<file path="src/rtl/des_cmd_pkg.sv">
// Shared definitions for the DES command controller: command and status
// codes, the controller state encoding and the payload length.
package des_cmd_pkg;

    localparam logic [7:0] CMD_SET_KEY  = 8'h00;
    localparam logic [7:0] CMD_ENC      = 8'h02;
    localparam logic [7:0] CMD_DEC      = 8'h03;

    localparam logic [7:0] STAT_OK      = 8'h80;  // OR-ed onto the command code
    localparam logic [7:0] STAT_NO_KEY  = 8'hFE;
    localparam logic [7:0] STAT_BAD_CMD = 8'hFF;

    localparam int unsigned PL_LEN = 8;

    typedef enum logic [2:0] {
        IDLE    = 3'd0,
        RX_PL   = 3'd1,
        APPLY   = 3'd2,
        RUN     = 3'd3,
        TX_STAT = 3'd4,
        TX_DATA = 3'd5
    } state_t;

    function automatic logic is_known_cmd(input logic [7:0] code);
        return (code == CMD_SET_KEY) || (code == CMD_ENC) || (code == CMD_DEC);
    endfunction

endpackage

</file>
<file path="src/rtl/des_cmd_ctrl_shreg.sv">
// des_byte_shreg: 64-bit byte shift register.
//   clk, rst    : clock, asynchronous active-high reset
//   shift_en    : shift left one byte, shift_byte enters at [7:0]
//   shift_byte  : byte shifted in (zero when draining for transmit)
//   load_en     : parallel load of load_data (has priority over shift)
//   load_data   : 64-bit parallel load value
//   q           : register contents; q[63:56] is the next byte out
module des_byte_shreg (
    input  logic        clk,
    input  logic        rst,
    input  logic        shift_en,
    input  logic [7:0]  shift_byte,
    input  logic        load_en,
    input  logic [63:0] load_data,
    output logic [63:0] q
);

    always_ff @(posedge clk or posedge rst) begin
        if (rst) begin
            q <= '0;
        end else if (load_en) begin
            q <= load_data;
        end else if (shift_en) begin
            q <= {q[55:0], shift_byte};
        end
    end

endmodule

</file>
<file path="src/rtl/des_cmd_ctrl.sv">
// des_cmd_ctrl: responder end of the host UART command protocol.
// Parses {cmd, 8 payload bytes} frames, loads key/text into the DES core,
// starts it and returns a status byte (+8 result bytes for ENC/DEC).
//   Clk, Rst                 : clock, asynchronous active-high reset
//   i_fRxDone, i_RxData      : received byte strobe and data
//   i_fTxReady, i_fTxDone    : UART_TX idle / byte-sent strobe
//   o_fTx, o_TxData          : transmit request and byte
//   o_Key, o_Text, o_fDec    : DES core key, input block, direction
//   o_fStart                 : DES start strobe
//   i_fDesDone, i_DesResult  : DES completion strobe and result
//   o_LED                    : {fKeyValid, fBusy, fErr, 2'b0, state}
module des_cmd_ctrl
    import des_cmd_pkg::*;
#(
    parameter int unsigned TIMEOUT_CYC = 5_000_000
) (
    input  logic        Clk,
    input  logic        Rst,
    input  logic        i_fRxDone,
    input  logic [7:0]  i_RxData,
    input  logic        i_fTxReady,
    input  logic        i_fTxDone,
    output logic        o_fTx,
    output logic [7:0]  o_TxData,
    output logic [63:0] o_Key,
    output logic [63:0] o_Text,
    output logic        o_fDec,
    output logic        o_fStart,
    input  logic        i_fDesDone,
    input  logic [63:0] i_DesResult,
    output logic [7:0]  o_LED
);

    localparam int unsigned TW = $clog2(TIMEOUT_CYC);
    localparam logic [TW-1:0] TO_LAST = TW'(TIMEOUT_CYC - 1);
    localparam logic [2:0]    CNT_LAST = 3'(PL_LEN - 1);

    state_t        state_q, state_n;
    logic [2:0]    cnt_q;
    logic [TW-1:0] to_cnt_q;
    logic [7:0]    cmd_q, status_q;
    logic [63:0]   key_q, text_q, sr_q;
    logic          dec_q, key_valid_q, err_q, tx_sent_q, send_data_q;

    logic          sr_shift, sr_load, cnt_inc, drop, timeout, run_done;
    logic          apply_key, apply_text, apply_nokey;
    logic [7:0]    sr_byte;

    des_byte_shreg u_shreg (
        .clk        (Clk),
        .rst        (Rst),
        .shift_en   (sr_shift),
        .shift_byte (sr_byte),
        .load_en    (sr_load),
        .load_data  (i_DesResult),
        .q          (sr_q)
    );

    always_ff @(posedge Clk or posedge Rst) begin
        if (Rst) begin
            state_q <= IDLE;
        end else begin
            state_q <= state_n;
        end
    end

    always_comb begin
        state_n     = state_q;
        o_fTx       = 1'b0;
        o_fStart    = 1'b0;
        sr_shift    = 1'b0;
        sr_byte     = '0;
        sr_load     = 1'b0;
        cnt_inc     = 1'b0;
        timeout     = 1'b0;
        run_done    = 1'b0;
        apply_key   = 1'b0;
        apply_text  = 1'b0;
        apply_nokey = 1'b0;
        case (state_q)
            IDLE: begin
                if (i_fRxDone) begin
                    state_n = is_known_cmd(i_RxData) ? RX_PL : TX_STAT;
                end
            end
            RX_PL: begin
                // A byte in the expiry cycle wins over the timeout.
                if (i_fRxDone) begin
                    sr_shift = 1'b1;
                    sr_byte  = i_RxData;
                    cnt_inc  = 1'b1;
                    if (cnt_q == CNT_LAST) begin
                        state_n = APPLY;
                    end
                end else if (to_cnt_q == TO_LAST) begin
                    timeout = 1'b1;
                    state_n = IDLE;
                end
            end
            APPLY: begin
                if (cmd_q == CMD_SET_KEY) begin
                    apply_key = 1'b1;
                    state_n   = TX_STAT;
                end else if (key_valid_q) begin
                    apply_text = 1'b1;
                    o_fStart   = 1'b1;
                    state_n    = RUN;
                end else begin
                    apply_nokey = 1'b1;
                    state_n     = TX_STAT;
                end
            end
            RUN: begin
                if (i_fDesDone) begin
                    run_done = 1'b1;
                    sr_load  = 1'b1;
                    state_n  = TX_STAT;
                end
            end
            TX_STAT: begin
                if (!tx_sent_q) begin
                    o_fTx = i_fTxReady;
                end else if (i_fTxDone) begin
                    state_n = send_data_q ? TX_DATA : IDLE;
                end
            end
            TX_DATA: begin
                if (!tx_sent_q) begin
                    o_fTx = i_fTxReady;
                end else if (i_fTxDone) begin
                    sr_shift = 1'b1;
                    cnt_inc  = 1'b1;
                    if (cnt_q == CNT_LAST) begin
                        state_n = IDLE;
                    end
                end
            end
            default: state_n = IDLE;
        endcase
        drop = i_fRxDone && (state_q inside {APPLY, RUN, TX_STAT, TX_DATA});
    end

    always_ff @(posedge Clk or posedge Rst) begin
        if (Rst) begin
            cnt_q       <= '0;
            to_cnt_q    <= '0;
            cmd_q       <= '0;
            status_q    <= '0;
            key_q       <= '0;
            text_q      <= '0;
            dec_q       <= 1'b0;
            key_valid_q <= 1'b0;
            err_q       <= 1'b0;
            tx_sent_q   <= 1'b0;
            send_data_q <= 1'b0;
        end else begin
            cnt_q    <= (state_n != state_q) ? '0 : cnt_q + 3'(cnt_inc);
            to_cnt_q <= (state_q == RX_PL && state_n == RX_PL && !i_fRxDone)
                        ? to_cnt_q + TW'(1) : '0;

            if (o_fTx) begin
                tx_sent_q <= 1'b1;
            end else if (i_fTxDone) begin
                tx_sent_q <= 1'b0;
            end

            if (state_q == IDLE && i_fRxDone) begin
                cmd_q <= i_RxData;
                if (!is_known_cmd(i_RxData)) begin
                    status_q    <= STAT_BAD_CMD;
                    send_data_q <= 1'b0;
                end
            end
            if (apply_key) begin
                key_q       <= sr_q;
                key_valid_q <= 1'b1;
                status_q    <= cmd_q | STAT_OK;
                send_data_q <= 1'b0;
            end
            if (apply_text) begin
                text_q <= sr_q;
                dec_q  <= (cmd_q == CMD_DEC);
            end
            if (apply_nokey) begin
                status_q    <= STAT_NO_KEY;
                send_data_q <= 1'b0;
            end
            if (run_done) begin
                status_q    <= cmd_q | STAT_OK;
                send_data_q <= 1'b1;
            end

            if (drop || timeout) begin
                err_q <= 1'b1;
            end else if (apply_key || run_done) begin
                err_q <= 1'b0;
            end
        end
    end

    // The new key/text is forwarded during the APPLY cycle itself so the core
    // sees it together with o_fStart; the registers hold it from then on.
    assign o_Key    = apply_key  ? sr_q : key_q;
    assign o_Text   = apply_text ? sr_q : text_q;
    assign o_fDec   = apply_text ? (cmd_q == CMD_DEC) : dec_q;
    assign o_TxData = (state_q == TX_STAT) ? status_q :
                      (state_q == TX_DATA) ? sr_q[63:56] : '0;
    assign o_LED    = {key_valid_q, state_q != IDLE, err_q, 2'b00, state_q};

endmodule
</file>
<file path="config.mk">
export PLATFORM = sky130hd
export DESIGN_NAME = des_cmd_ctrl
export DESIGN_NICKNAME = d
export VERILOG_FILES = /design/src/rtl/des_cmd_pkg.sv /design/src/rtl/des_cmd_ctrl_shreg.sv /design/src/rtl/des_cmd_ctrl.sv
export SDC_FILE = /design/constraint.sdc
export NUM_CORES = 1
export LEC_CHECK = 0
export ABC_AREA = 0
export CAP_MARGIN = 40
export CORE_UTILIZATION = 43
export CTS_CLUSTER_DIAMETER = 40
export DETAILED_ROUTE_END_ITERATION = 7
export MAX_ROUTING_LAYER = met4
export PLACE_DENSITY = 0.71
export SLEW_MARGIN = 15
export SYNTH_ARGS = -nofsm -noshare
export SYNTH_HDL_FRONTEND = slang
export SYNTH_SLANG_ARGS = --single-unit
</file>
<file path="constraint.sdc">
create_clock -name Clk -period 7.29 [get_ports Clk]
set_input_delay 0.729 -clock Clk [delete_from_list [all_inputs] [get_ports Clk]]
set_output_delay 0.729 -clock Clk [all_outputs]
set_load 0.1 [all_outputs]
</file>
== Word level (Yosys, flattened, before mapping) ==
Index checks and enable logic that the tools add are counted.

* Flip-flop bits (word level): 242
* Bits in latches: 0
* Bits in writable memories: 0
* ROM bits: 0
* Input port bits: 78
* Output and inout port bits: 147
* Logic and storage cells: 107
* Memories kept: 0

* Add/subtract/negate cells: 2
* $mul: 0
* Divide/modulo/power cells: 0
* Order comparisons: 0
* Equality and inequality tests: 13
* Shift operators: 0
* Muxes and demuxes: 59
* Bitwise logic cells: 0
* Reductions and logical operators: 20

{| class="wikitable"
|+ Operators with widths
! cell !! number
|-
| $mux 64 || 4
|-
| $mux 8 || 9
|-
| $mux 3 || 15
|-
| $mux 1 || 28
|-
| $eq 8x2->1 const B || 3
|-
| $add 23x1->23 const B || 1
|-
| $eq 23x23->1 const B || 1
|-
| $mux 23 || 1
|-
| $pmux 3 s6 || 1
|-
| $logic_not 8->1 || 2
|-
| $eq 3x3->1 const B || 3
|-
| $reduce_bool 4->1 || 2
|-
| $eq 3x1->1 const B || 2
|-
| $eq 3x2->1 const B || 2
|-
| $reduce_bool 2->1 || 3
|-
| $logic_and 1x1->1 || 4
|-
| $logic_or 1x1->1 || 4
|-
| $ne 4x4->1 const B || 1
|-
| $add 3x1->3 || 1
|-
| $logic_not 3->1 || 1
|-
| $ne 3x3->1 || 1
|-
| $reduce_bool 3->1 || 1
|-
| $pmux 1 s2 || 1
|-
| $reduce_and 2->1 || 1
|-
| 2 further kinds || 2
|}

== Longest topological paths before layout ==
* Depth after elaboration: 10
* Depth in mapped cells: 10
* Mapped depth without buffers: 7

== Modules after synthesis ==
From an unflattened synthesis, not the netlist that was laid out.

* Cells, all modules: 835
* Area total of the unflattened synthesis: 10,356.2 um^2

{| class="wikitable"
|+ By module, submodules not included
! module !! times used !! cells an instance !! area each (um^2)
|-
| des_cmd_ctrl || 1 || 557 || 7,384.6
|-
| des_byte_shreg || 1 || 278 || 2,971.6
|}

== Worst setup path before layout ==
No wires, ideal clock.

* Path type: reg2out
* From: reg state_q[2]
* To: out o_fTx
* Arrival time: 3.766 ns
* Setup slack: 2.795 ns
* Cell stages (with the launch flop): 4
* Buffers on the path: 1
* Cells stage by stage: dfrtp_1 buf_2 nand2_1 nor3b_1

* Longest elaborated chain between the ends: 3
* Elaborated cells between the ends (all ways): 4

{| class="wikitable"
|+ Ends and longest elaborated chain
! what !! RTL line !! text
|-
| from (decl) || des_cmd_ctrl.sv:38 || <nowiki>state_t state_q, state_n;</nowiki>
|-
| from (signal assigned) || des_cmd_ctrl.sv:63 || <nowiki>state_q <= state_n;</nowiki>
|-
| $eq 3x3->1 || des_cmd_ctrl.sv:80 || <nowiki>case (state_q)</nowiki>
|-
| $reduce_or 2->1 (no line) (*) || - ||
|-
| $mux 1 (*) || - ||
|-
| to (decl) || des_cmd_ctrl.sv:23 || <nowiki>output logic o_fTx,</nowiki>
|}

Every way passes the cells marked *; elsewhere a longest branch is shown, timed or not.

== Worst setup path after layout ==
* From: reg state_q[0]
* To: out o_Key[37]

* Longest elaborated chain between the ends: 3

{| class="wikitable"
|+ Ends and longest elaborated chain
! what !! RTL line !! text
|-
| $eq 3x2->1 || des_cmd_ctrl.sv:80 ||
|-
| $mux 1 || des_cmd_ctrl.sv:80 ||
|-
| $mux 64 || des_cmd_ctrl.sv:203 || <nowiki>assign o_Key = apply_key ? sr_q : key_q;</nowiki>
|-
| to (decl) || des_cmd_ctrl.sv:25 || <nowiki>output logic [63:0] o_Key,</nowiki>
|}

No other way between the ends.

==> flow_metrics.py <==
metrics = {
    "clock_network": {
        "cts_hold_buf": 0,
        "cts_max_level": 2,
        "clkTransAtPathRegs_ns": 0.05,
        "ctsResizeCount": 0,
        "cts_buffers": 36,
        "cts-root-buf": "clkbuf_16",
        "cts.path.max_buffers": 3,
        "insertion_delay_ns": 0.50,
        "cts_tree": "done",
        "post_cts_buffers": 0,
        "clock-sinks": 242,
    },
    "power_and_ir_drop": {
        "swShare_pct": 31.4,
        "p_int_mw": 2.94,
        "p_leak_nw": 8.19,
        "p_comb_share_pct": 19.5,
        "seqPwrFrac_pct": 39.2,
        "power.switching_mw": 1.34,
        "clockPowerShare_pct": 41.3,
        "ir_drop_uv": 149,
        "p_per_area_nw_per_um2": 256,
    },
    "synth": {
        "yosys-top-cells-area": "dfrtp_1 (59%), nand2_1 (8.3%), mux2_2 (7.0%), mux2i_1 (6.3%), nor2_1 (3.8%)",
        "synth_seq_cells": 242,
        "postSynthCellCount": 964,
        "synth_ff_type": "dfrtp_1",
        "synth_top_area_share_pct": 59.2,
        "ys_types": 48,
        "yosysWarnings": 0,
        "avgSynthCellArea_um2": 10.6,
        "synth-async-reset-ratio_pct": 100,
        "seq_area_frac_synth_pct": 59.2,
        "synth_top_cell_by_area": "dfrtp_1",
        "synth-edff-count": 0,
        "netlist_area_um2": 10200,
        "synth.most_common_cell": "dfrtp_1",
        "ys_top_cells_by_count": "dfrtp_1 (242), nand2_1 (227), nor2_1 (104)",
    },
    "global_route": {
        "grt_pass1_vias": 9381,
        "grt_overflow": 0,
        "grt_antenna_before_repair": 0,
        "grt_usage_pct": 28.6,
        "grt_max_degree": 97,
        "grt_first_pass_wirelength_um": 51600,
    },
    "final_layout": {
        "diodes": 0,
        "final_cells": 1674,
        "area_delta_synth_final_pct": 63.9,
        "nets": 1412,
        "drive_above_1_share_pct": 22.2,
        "final_area_um2": 16800,
        "n_fill_cell": 1548,
    },
    "timing": {
        "rsz0062_at_grt": "no",
        "hold_violations": 0,
        "slew_headroom_pct": 42.7,
        "finalSetupViolCount": 0,
        "max_freq_mhz": 205,
        "worst_clock_skew_ns": 0.0165,
        "min_period_ns": 4.87,
        "fin_setup_tns_ns": 0,
        "period_share_pct": 66.8,
        "drv_slew": 0,
        "worst_slew_pin_slew_ns": 0.858,
    },
    "setup_path": {
        "cp_top_family": "buffers and inverters",
        "critPathBufInv": 5,
        "worstPathRequired_ns": 6.56,
        "cp_slowest_cell": "nor3b_1",
        "cp.arrival_ns": 4.14,
        "crit_fanout": 29,
        "crit_path_start_kind": "flop",
        "path_class": "flop to output pin",
        "crit_chain": "buf_8, nor3b_1, and3_2, buf_12, buf_4, nand2_1, nand2_1, clkdlybuf4s50_1, buf_8",
        "cpPeakStageDelay_ns": 0.72,
        "worstSetupEndpointType": "output pin",
    },
    "routing": {
        "vias_per_cell": 5.25,
        "dr.pass1.iters": 5,
        "drc": 0,
        "num_vias": 8786,
        "antenna_left": 0,
        "routed_wl_um": 33200,
        "avgRoutedWirePerCell_um": 19.8,
        "first_iter_violations": 512,
    },
    "job": {
        "drv_cap": 0,
    },
    "floorplan": {
        "start_util_pct": 43.7,
        "core-area_um2": 23400,
        "fp.dieW_um": 156,
        "design.portCount": 225,
        "rows": 56,
        "die_h_um": 156,
        "die_area_um2": 24400,
    },
    "placed_design": {
        "place_congestion": 0.849,
        "placed_area_um2": 15500,
        "placed_cells": 1610,
        "hpwl_um": 23500,
        "numPortBuffers": 222,
    },
    "run_status": {
        "status": "finished, final reports clean",
    },
    "min_path": {
        "hp-class": "flop to flop",
    },
}
==> path summary, 6_finish.rpt <==
kind	startpoint	to	slack, ns	cells past startpoint
worst max-delay path	state_q[0]	o_Key[37]	2.42	9
worst min-delay path	key_q[4]	key_q[4]	0.47	2
worst max register to register	state_q[0]	status_q[3]	4.28	7
worst min register to register	key_q[4]	key_q[4]	0.47	2
max in group asynchronous	Rst	key_q[6]	5.40	5
min in group asynchronous	Rst	key_q[57]	0.72	3
==> area by class of cell <==
| type | instances | area (um^2) | share of cell area, % |
|---|---|---|---|
| repair buffers | 385 | 5090 | 30.4 |
| inverters | 14 | 56.3 | 0.336 |
| multi-input cells | 652 | 3920 | 23.4 |
| clock inverters | 19 | 246 | 1.47 |
| well taps | 319 | 399 | 2.38 |
| flip-flops and latches | 242 | 6060 | 36.1 |
| clock buffers | 43 | 998 | 5.96 |
==> cell families after synthesis <==
kind of cell | share of synthesized area (%)
muxes | 13.3
adders and majority gates | 0.367
AOI/OAI and AO/OA | 5.64
DFF | 59.2
and+or+nand+nor | 16.5
xor gates and xnor gates | 1.97
buffers and inverters | 2.96
other | 0.0367
==> power by group through the flow <==
stage                     Combinational (mW)  Clock, mW  Sequential (mW)
after global routing                   0.887       1.86             1.70
after global placement                 0.688          0             1.70
final                                  0.836       1.77             1.68
after floorplan                        0.510          0             1.62
after CTS                              0.832       1.80             1.68
after detailed placement               0.826          0             1.70
==> sequential cells by signal (all words and copies together) (netlist names) <==
name / count
cmd_q: 8
cnt_q: 3
text_q: 64
key_valid_q: 1
key_q: 64
status_q: 8
err_q: 1
state_q: 3
to_cnt_q: 23
send_data_q: 1
tx_sent_q: 1
u_shreg.q: 64
dec_q: 1
==> through the flow <==
step | hold slack, ns | setup WS [ns] | power, mW | util [%]
3_5_place_dp | 0.460 | 2.86 | 2.53 | 66.1
4_1_cts | 0.474 | 2.34 | 4.31 | 71.4
6_report | 0.474 | 2.42 | 4.28 | 71.6
3_3_place_gp | 0.452 | 2.43 | 2.38 | 54.4
2_1_floorplan | 0.439 | 2.79 | 2.13 | -
5_1_grt | 0.495 | 2.31 | 4.44 | 71.6
==> per-layer routing <==
metal  GRT usage, %  vias to the layer above  part of all wire (%)
li1               -                     3976                     -
met1           32.7                     4378                    39
met2           48.6                      337                    51
met3           5.46                       95                   5.5
met4           13.2                        0                   3.9
met5              -                        -                     0
==> worst register-to-register path, stage by stage, from the launching register on <==
cell and delay [ns]:
dfrtp_1 0.49, buf_8 0.21, nor3b_1 0.72, nand3_4 0.30, buf_16 0.31, and2_1 0.33, nand2_1 0.37, o22a_1 0.21
==> cell usage in the layout, fill, tap and decap left out, types with 5 or more instances in the layout <==
cell type	instances
buf_8	115
buf_4	8
nor4_1	9
nor3_1	8
a21oi_1	65
or3_1	5
nand4_1	8
dfrtp_1	242
xnor2_1	19
clkdlybuf4s50_1	222
buf_16	37
clkbuf_16	37
nand2_1	227
clkbuf_8	5
inv_1	13
nand3_1	9
o22a_1	6
nor2_1	104
a22oi_1	8
mux2_2	64
inv_6	6
mux2i_1	64
No activity file was read; power rests on OpenSTA's default activity.
